--- src/rtl/div_unit_if.sv ---
// Handshake bundle between the EX stage and the iterative divider.
// Latency: none (wires only).
// Backpressure: the requester must hold off while busy; start is ignored outside IDLE.
//
// Signals: start/op/dividend/divisor/flush are driven by the requester (master);
// busy/done/result come back from the divider (slave).
interface div_unit_if #(
  parameter int XLEN = 32
) ();
  logic            start;
  logic [1:0]      op;
  logic [XLEN-1:0] dividend;
  logic [XLEN-1:0] divisor;
  logic            flush;
  logic            busy;
  logic            done;
  logic [XLEN-1:0] result;

  modport master (
    output start, op, dividend, divisor, flush,
    input  busy, done, result
  );

  modport slave (
    input  start, op, dividend, divisor, flush,
    output busy, done, result
  );
endinterface

--- src/rtl/div_unit.sv ---
// Iterative RV32M divider (DIV/DIVU/REM/REMU), one restoring step per cycle.
// Latency: done in cycle XLEN+2 after accept (cycle 3 for divide-by-zero / signed overflow).
// Backpressure: busy high while working; start ignored until IDLE; flush aborts without done.
//
// Ports: clk, rst (sync, active-high); bus (slave modport) carries start/op/dividend/
// divisor/flush in and busy/done/result out. result holds until the next done pulse.
module div_unit #(
  parameter int XLEN = 32
) (
  input  logic       clk,
  input  logic       rst,
  div_unit_if.slave  bus
);

  localparam int CW = $clog2(XLEN);

  typedef enum logic [1:0] {
    S_IDLE    = 2'd0,
    S_CALC    = 2'd1,
    S_SPECIAL = 2'd2,
    S_FINISH  = 2'd3
  } state_e;

  state_e          state_q, state_d;
  logic [CW-1:0]   cnt_q, cnt_d;
  logic [1:0]      op_q, op_d;
  logic [XLEN-1:0] q_q, q_d;
  logic [XLEN-1:0] rem_q, rem_d;
  logic [XLEN-1:0] dvs_q, dvs_d;
  logic [XLEN-1:0] result_q, result_d;
  logic            neg_q, neg_d;     // dividend was negative (signed ops only)
  logic            qneg_q, qneg_d;   // quotient must be negated at the end
  logic            spec_q, spec_d;   // result comes from the special-case preset
  logic            done_q, done_d;

  // Request decode, used only on the accept cycle.
  logic            accept;
  logic            sgn_in, dvd_neg_in, dvs_neg_in, ovf_in, special_in;
  logic [XLEN-1:0] dvd_abs_in, dvs_abs_in;

  // Restoring-division step. The shifted partial remainder keeps the bit that
  // falls out of rem_q: with divisors above 2^(XLEN-1) the remainder can itself
  // exceed 2^(XLEN-1), and dropping that bit would corrupt the compare.
  logic [XLEN:0]   rem_sh;
  logic [XLEN:0]   diff;

  // Sign-corrected finals for the normal path.
  logic [XLEN-1:0] q_fin, rem_fin;

  assign accept     = (state_q == S_IDLE) && bus.start && !bus.flush;
  assign sgn_in     = ~bus.op[0];
  assign dvd_neg_in = sgn_in & bus.dividend[XLEN-1];
  assign dvs_neg_in = sgn_in & bus.divisor[XLEN-1];
  assign dvd_abs_in = dvd_neg_in ? (~bus.dividend + 1'b1) : bus.dividend;
  assign dvs_abs_in = dvs_neg_in ? (~bus.divisor + 1'b1) : bus.divisor;
  assign ovf_in     = sgn_in && (bus.dividend == {1'b1, {(XLEN-1){1'b0}}})
                             && (bus.divisor == {XLEN{1'b1}});
  assign special_in = (bus.divisor == '0) || ovf_in;

  assign rem_sh  = {rem_q, q_q[XLEN-1]};
  // A borrow out of the top bit means rem_sh < divisor.
  assign diff    = rem_sh - {1'b0, dvs_q};
  assign q_fin   = qneg_q ? (~q_q + 1'b1) : q_q;
  assign rem_fin = neg_q ? (~rem_q + 1'b1) : rem_q;

  // FSM: state register.
  always_ff @(posedge clk) begin
    if (rst) begin
      state_q <= S_IDLE;
    end else begin
      state_q <= state_d;
    end
  end

  // FSM: next state. flush returns to IDLE from anywhere.
  always_comb begin
    state_d = state_q;
    unique case (state_q)
      S_IDLE:    if (accept) state_d = special_in ? S_SPECIAL : S_CALC;
      S_CALC:    if (cnt_q == CW'(XLEN-1)) state_d = S_FINISH;
      S_SPECIAL: state_d = S_FINISH;
      S_FINISH:  state_d = S_IDLE;
      default:   state_d = S_IDLE;
    endcase
    if (bus.flush) state_d = S_IDLE;
  end

  // FSM: outputs.
  always_comb begin
    bus.busy = (state_q != S_IDLE);
  end

  assign bus.done   = done_q;
  assign bus.result = result_q;

  // Datapath next-state.
  always_comb begin
    cnt_d    = cnt_q;
    op_d     = op_q;
    q_d      = q_q;
    rem_d    = rem_q;
    dvs_d    = dvs_q;
    result_d = result_q;
    neg_d    = neg_q;
    qneg_d   = qneg_q;
    spec_d   = spec_q;
    done_d   = 1'b0;
    unique case (state_q)
      S_IDLE: begin
        if (accept) begin
          op_d   = bus.op;
          q_d    = dvd_abs_in;
          dvs_d  = dvs_abs_in;
          rem_d  = '0;
          cnt_d  = '0;
          neg_d  = dvd_neg_in;
          qneg_d = dvd_neg_in ^ dvs_neg_in;
          spec_d = special_in;
        end
      end
      S_CALC: begin
        cnt_d = cnt_q + 1'b1;
        if (!diff[XLEN]) begin
          rem_d = diff[XLEN-1:0];
          q_d   = {q_q[XLEN-2:0], 1'b1};
        end else begin
          rem_d = rem_sh[XLEN-1:0];
          q_d   = {q_q[XLEN-2:0], 1'b0};
        end
      end
      S_SPECIAL: begin
        if (dvs_q == '0) begin
          // q_q still holds |dividend|; undo the negation to recover the raw value.
          q_d   = '1;
          rem_d = neg_q ? (~q_q + 1'b1) : q_q;
        end else begin
          q_d   = {1'b1, {(XLEN-1){1'b0}}};
          rem_d = '0;
        end
      end
      S_FINISH: begin
        if (!bus.flush) begin
          if (spec_q) result_d = op_q[1] ? rem_q : q_q;
          else        result_d = op_q[1] ? rem_fin : q_fin;
          done_d = 1'b1;
        end
      end
      default: ;
    endcase
  end

  always_ff @(posedge clk) begin
    if (rst) begin
      cnt_q    <= '0;
      op_q     <= '0;
      q_q      <= '0;
      rem_q    <= '0;
      dvs_q    <= '0;
      result_q <= '0;
      neg_q    <= 1'b0;
      qneg_q   <= 1'b0;
      spec_q   <= 1'b0;
      done_q   <= 1'b0;
    end else begin
      cnt_q    <= cnt_d;
      op_q     <= op_d;
      q_q      <= q_d;
      rem_q    <= rem_d;
      dvs_q    <= dvs_d;
      result_q <= result_d;
      neg_q    <= neg_d;
      qneg_q   <= qneg_d;
      spec_q   <= spec_d;
      done_q   <= done_d;
    end
  end

endmodule

--- src/flat_wrapper.sv ---
// flat-port wrapper written by rule: the top's interface ports become plain ports
module div_unit_flat 
#(
  parameter int XLEN = 32
)
  (clk, rst, bus_start, bus_op, bus_dividend, bus_divisor, bus_flush, bus_busy, bus_done, bus_result);
  div_unit_if #(.XLEN(XLEN)) bus_i ();
  input  logic clk;
  input  logic rst;
  input wire logic [$bits(bus_i.start)-1:0] bus_start;
  input wire logic [$bits(bus_i.op)-1:0] bus_op;
  input wire logic [$bits(bus_i.dividend)-1:0] bus_dividend;
  input wire logic [$bits(bus_i.divisor)-1:0] bus_divisor;
  input wire logic [$bits(bus_i.flush)-1:0] bus_flush;
  output wire logic [$bits(bus_i.busy)-1:0] bus_busy;
  output wire logic [$bits(bus_i.done)-1:0] bus_done;
  output wire logic [$bits(bus_i.result)-1:0] bus_result;
  assign bus_i.start = bus_start;
  assign bus_i.op = bus_op;
  assign bus_i.dividend = bus_dividend;
  assign bus_i.divisor = bus_divisor;
  assign bus_i.flush = bus_flush;
  assign bus_busy = bus_i.busy;
  assign bus_done = bus_i.done;
  assign bus_result = bus_i.result;
  div_unit #(.XLEN(XLEN)) u_core (.clk(clk), .rst(rst), .bus(bus_i));
endmodule
--- config.mk ---
export PLATFORM = sky130hd
export DESIGN_NAME = div_unit_flat
export DESIGN_NICKNAME = d
export VERILOG_FILES = /design/src/rtl/div_unit_if.sv /design/src/rtl/div_unit.sv /design/src/flat_wrapper.sv
export SDC_FILE = /design/constraint.sdc
export NUM_CORES = 1
export LEC_CHECK = 0
export ABC_CLOCK_PERIOD_IN_PS = 2900
export BUFFER_PORTS_ARGS = -buffer_cell sky130_fd_sc_hd__buf_2
export CAP_MARGIN = 5
export CORE_ASPECT_RATIO = 1.25
export CORE_MARGIN = 5
export CORE_UTILIZATION = 45
export CTS_CLUSTER_DIAMETER = 30
export CTS_CLUSTER_SIZE = 12
export DETAILED_ROUTE_END_ITERATION = 7
export PLACE_DENSITY_LB_ADDON = 0.3
export RECOVER_POWER = 50
export SYNTH_ARGS = -nofsm -noshare
export SYNTH_HDL_FRONTEND = slang
export SYNTH_SLANG_ARGS = --single-unit
--- constraint.sdc ---
create_clock -name clk -period 2.9 [get_ports clk]
set_input_delay 0.145 -clock clk [delete_from_list [all_inputs] [get_ports clk]]
set_output_delay 0.145 -clock clk [all_outputs]
set_load 0.01 [all_outputs]
# [Yosys cells after proc, flatten, opt, wreduce, memory -nomap -nowiden]
# Cells that the tools add are included.
# W data, S select, Z words.
[op_classes] n_addsub=6 eq_ne=8 mux=23 n_bitwise=10 reduce_logical=19
[op_table] op="$mux W32" n=12
[op_table] op="$pmux W32 S3" n=2
[op_table] op="$add A32 B1 Y32 const B" n=4
[op_table] op="$not A32 Y32" n=4
[op_table] op="$eq A32 B32 Y1 const B" n=2
[op_table] op="$logic_not A32 Y1" n=2
[op_table] op="$sub A33 B32 Y33" n=1
[op_table] op="$mux W31" n=1
[op_table] op="$pmux W5 S2" n=1
[op_table] op="$reduce_and A2 Y1" n=5
[op_table] op="$pmux W2 S4" n=1
[op_table] op="$mux W2" n=3
[op_table] op="$add A5 B1 Y5 const B" n=1
[op_table] op="$eq A5 B5 Y1 const B" n=1
[op_table] op="$mux W5" n=1
[op_table] op="$eq A2 B2 Y1 const B" n=2
[op_table] op="$logic_and A1 B1 Y1" n=4
[op_table] op="$ne A2 B1 Y1 const B" n=2
[op_table] op="$reduce_bool A2 Y1" n=2
[op_table] op="$reduce_or A2 Y1" n=2
[op_table] op="$not A1 Y1" n=3
[op_table] op="$reduce_bool A3 Y1" n=1
[op_table] op="$and A1 B1 Y1" n=2
[op_table] op="$eq A2 B1 Y1 const B" n=1
[op_table] op="5 further kinds" n=6
[word_totals] ff_bits=141 wordCells=77

# [Depth between registers and ports, before layout]
[logic_depth] word_depth=7 ltp_mapped=13 ltp_nobuf=12

# [Least setup slack after synthesis]
# Ideal clock, no wire load.
[synth_timing] path_kind="register to register" from="register u_core.q_q[31]" to="register u_core.rem_q[12]" setup_time_ps=128 arrival_ps=3022 t_required_ps=2772 setup_slack_ps=-250 stages_incl_launch_ff=14 path_buffers=1 period_less_slack_ps=3150 path_cell_list="dfxtp_1 -> inv_1 -> ha_1 -> fa_1 -> nand2b_1 -> a21oi_1 -> nor3b_1 -> or4_1 -> nand3_2 -> a41o_4 -> xor2_4 -> buf_8 -> mux2i_1 -> o21ai_1"
[synth_via] elab_chain_len=3
[synth_rtl] element="start, declared" line_no="div_unit.sv:27" source="logic [XLEN-1:0] q_q, q_d;"
[synth_rtl] element="start signal, assigned" line_no="div_unit.sv:167" source="q_q <= q_d;"
[synth_rtl] element="$sub A33 B32 Y33" line_no="div_unit.sv:62" source="assign diff = rem_sh - {1'b0, dvs_q};"
[synth_rtl] element="$mux W32" line_no="div_unit.sv:123" source="if (!diff[XLEN]) begin"
[synth_rtl] element="$pmux W32 S3" line_no="div_unit.sv:108" source="unique case (state_q)"
[synth_rtl] element="end signal, assigned" line_no="div_unit.sv:168" source="rem_q <= rem_d;"
[synth_rtl] element="end, declared" line_no="div_unit.sv:28" source="logic [XLEN-1:0] rem_q, rem_d;"
# No other way between the ends.
# A chain may end at the register's enable or synchronous reset.

# [Worst setup path after layout]
[layout_timing] from="register u_core.q_q[31]" to="register u_core.rem_q[0]"
[layout_via] elab_chain_len=3
[layout_rtl] element="$sub A33 B32 Y33" line_no="div_unit.sv:62"
[layout_rtl] element="$mux W32 *" line_no="div_unit.sv:123"
[layout_rtl] element="$pmux W32 S3 *" line_no="div_unit.sv:108"
# Mark *: on every way between the ends. The rest lies on a longest branch, timed or not.

==> impl_metrics.py <==
metrics = {
    "outcome": {
        "status": "complete, but fails checks",
        "violations": "negative setup slack",
    },
    "logic_synthesis": {
        "muxShareOfSynthArea_pct": 2.695,
        "synthesis.area_um2": 11240,
        "yosysSeqAreaShare_pct": 24.94,
        "syn_nets": 1645,
        "synth-async-reset-ratio_pct": 0,
        "synth-simple-area-share_pct": 22.67,
        "synth-compound-area-share_pct": 25.57,
        "syn_inst": 1531,
        "synth_top_family_by_area": "compound AO/OA/AOI/OAI gates",
        "synth_edf_count": 0,
        "synth_fa_ha_area_share_pct": 4.967,
        "ys_ff_latch": 140,
        "synth_cell_types": 73,
        "synthFlopType": "dfxtp_1",
        "avgSynthCellArea_um2": 7.339,
        "ys.warnings.count": 0,
        "synth_xor_area_share_pct": 13.26,
    },
    "die": {
        "die_x_um": 151.3,
        "num_rows": 64,
        "die_area_um2": 28250,
        "ioPinCount": 104,
        "start_util_pct": 45.70,
        "fp.dieH_um": 186.7,
        "core_area_um2": 24580,
    },
    "worst_setup_path": {
        "cp_slowest_cell": "or4_4",
        "slowest_delay_ps": 490,
        "required_ps": 3260,
        "worstPathCellList": "inv_2, ha_4, fa_2, nand2b_4, a21oi_4, nor3b_2, or4_4, nand3_4, a41o_4, xor2_4, buf_6, mux2_2, o21ai_2",
        "cp-end-kind": "flop",
        "worst-setup-path-type": "reg2reg",
        "crit_fanout": 4,
        "critPathArrivalTime_ps": 3340,
        "start_kind": "flop",
    },
    "placement": {
        "hpwl_um": 29600,
        "io_buffer_count": 103,
        "place_congestion": 0.9796,
    },
    "routing": {
        "ant_nets": 0,
        "wire_per_inst_um": 18.66,
        "drc_errors": 0,
        "wl_um": 37930,
        "drtIter0Drc": 1169,
        "viasPerCell": 5.871,
        "num_vias": 11930,
        "drt_first_pass_iters": 5,
    },
    "timing": {
        "finalCritPeriodShare_pct": 102.6,
        "slew_headroom_pct": 16.99,
        "setup_ws_ps": -76.07,
        "drv_slew": 0,
        "setup_violations": 29,
        "worstMarginPinSlew_ps": 1244,
        "fmax_mhz": 336.0,
        "setup_tns_ps": -907.9,
        "rsz0062_at_grt": "true",
        "finalHoldViolations": 0,
        "fin_skew_ps": 11.17,
        "period_needed_ps": 2976,
        "whs_ps": 25.85,
    },
    "clock_tree": {
        "cts_tree": "built",
        "cts_sinks": 140,
        "clockBufferDepth": 2,
        "htreeDepth": 4,
        "cts_root_buf": "clkbuf_16",
        "cts_buffers": 17,
        "clkTransAtPathRegs_ps": 60,
        "clkLatencyLatePin_ps": 440,
    },
    "power_and_ir_drop": {
        "max-vdd-ir-drop_mv": 0.4429,
        "leakagePower_nw": 5.215,
        "power_density_nw_per_um2": 413.9,
    },
    "layout": {
        "n_fill_cell": 2405,
        "antenna_cells": 0,
        "layout-drive-gt1-share_pct": 17.45,
        "register_area_um2": 2806,
        "multiInputGateArea_um2": 7974,
        "num-nets-final": 1803,
        "syn2layout_area_growth_pct": 21.35,
    },
    "flow_run": {
        "drv_cap": 0,
    },
    "grt": {
        "grt_pass1_vias": 11330,
        "overflow": 0,
        "grt_max_degree": 66,
        "grt.total_usage_pct": 26.14,
        "grt_pass1_wl_um": 59460,
        "antenna_found_initial": 0,
    },
    "hold_path": {
        "hp-class": "in2reg",
    },
}
==> layout by cell type (no fill, tap or decap), types with 9 or more instances in the layout <==
cell and count:
nand2b_1 20, buf_4 133, nand2_1 166, buf_2 68
nand4_1 16, o21ai_1 29, nor2b_1 10, and3_1 10
ha_1 41, or3_1 21, o31ai_1 19, a31oi_1 12
o21ai_0 72, o211ai_1 38, a22oi_1 28, clkbuf_16 18
inv_1 55, or4_1 9, nor2_1 143, mux2i_1 27
nor3_1 45, clkbuf_1 37, xnor2_1 92, a211oi_1 34
nand3_1 31, a21o_1 10, a311oi_1 11, xor2_1 75
nor4_1 18, dfxtp_1 137, o41ai_1 11, a21oi_1 140
==> state kept, by name, indices dropped and copies added (netlist names) <==
register and flops:
u_core.q_q 32, u_core.spec_q 1, u_core.rem_q 32, u_core.cnt_q 5
u_core.state_q 2, u_core.dvs_q 32, u_core.op_q 1, u_core.bus.result 32
u_core.qneg_q 1, u_core.bus.done 1, u_core.neg_q 1
==> cell families after synthesis <==
group,count (synthesis)
multiplexers,30
buffers and inverters,166
flip-flops,140
XOR/XNOR,168
AO/OA/AOI/OAI,455
AND/OR/NAND/NOR,528
adder cells (fa/ha/maj),44
==> per-layer routing <==
metal	vias to the layer above	share of wire (%)	global-route usage (%)
met4	0	4.1	11.06
met3	90	5.7	3.567
met5	-	0	0
met1	5570	43	34.16
met2	465	47	42.80
li1	5805	-	-
==> synthesized netlist by cell type (13+ instances only) <==
master / count / share of area, %
nand3_1: 31 / 1.4
nor3_1: 46 / 2.0
nand2b_1: 21 / 1.2
nor4_1: 19 / 1.1
nand4_1: 16 / 0.89
o211ai_1: 38 / 2.5
xnor2_1: 92 / 7.2
o21ai_1: 25 / 1.1
o21ai_0: 78 / 3.5
nor2_1: 145 / 4.8
mux2i_1: 28 / 2.5
xor2_1: 75 / 5.8
ha_1: 43 / 4.8
buf_1: 15 / 0.50
dfxtp_1: 140 / 25
o41ai_1: 13 / 1.0
a211oi_1: 35 / 2.3
a22oi_1: 28 / 1.9
nand2_1: 166 / 5.5
a21oi_1: 148 / 6.6
or3_1: 22 / 1.2
clkbuf_1: 87 / 2.9
inv_1: 56 / 1.9
o31ai_1: 19 / 1.3
==> final cells by class <==
type	instances	area share, %
multi-input combinational	1225	58.48
sequential	140	20.58
timing repair buffer	249	12.08
clock buffer	19	3.249
tap	330	3.028
inverter	56	1.542
clock inverter	13	1.037
==> path summary, 6_finish.rpt <==
check                        startpoint                     to  slack (ps)  cells after the start
setup / recovery         u_core.q_q[31]        u_core.rem_q[0]         -80                     13
hold / removal          bus_divisor[30]       u_core.dvs_q[30]          30                      3
setup reg to reg         u_core.q_q[31]        u_core.rem_q[0]         -80                     13
hold reg to reg   u_core.bus.result[12]  u_core.bus.result[12]         450                      2
==> where the power goes <==
group          switching [mW]  leakage [nW]  internal, mW  total (mW)
clock                   0.910         0.268          1.29        2.20
combinational           0.820          3.81         0.546        1.37
sequential             0.0855          1.14          1.99        2.08
total                    1.82          5.22          3.83        5.64
==> timing repair <==
item	CTS	global route
setup buffers	3	3
hold buffers	2	0
pin swaps	2	11
endpoints found under the setup margin	26	38
hold endpoints to repair	3	0
resized for setup	19	24
gates cloned	0	1
==> worst max-delay path: cells and delay by family, from the launching register on <==
family	cells	cell delay, ps
AO/OA/AOI/OAI	3	520
XOR/XNOR	1	190
adder cells (fa/ha/maj)	2	490
buffers and inverters	2	200
flip-flops	1	330
multiplexers	1	340
AND/OR/NAND/NOR	4	820
==> per-stage QoR <==
step	instance area [µm²]	util (%)	cells	setup slack (ps)	total power, mW
2_1_floorplan	11250	-	1531	-26.04	2.935
3_3_place_gp	12820	52.16	1991	-62.39	3.408
3_5_place_dp	12820	52.16	1991	-164.6	3.423
4_1_cts	13520	55.00	2028	-72.07	5.619
5_1_grt	13630	55.46	2032	-156.3	5.870
6_report	13630	55.46	2032	-76.07	5.643
Power figures use the tool's default switching activity.
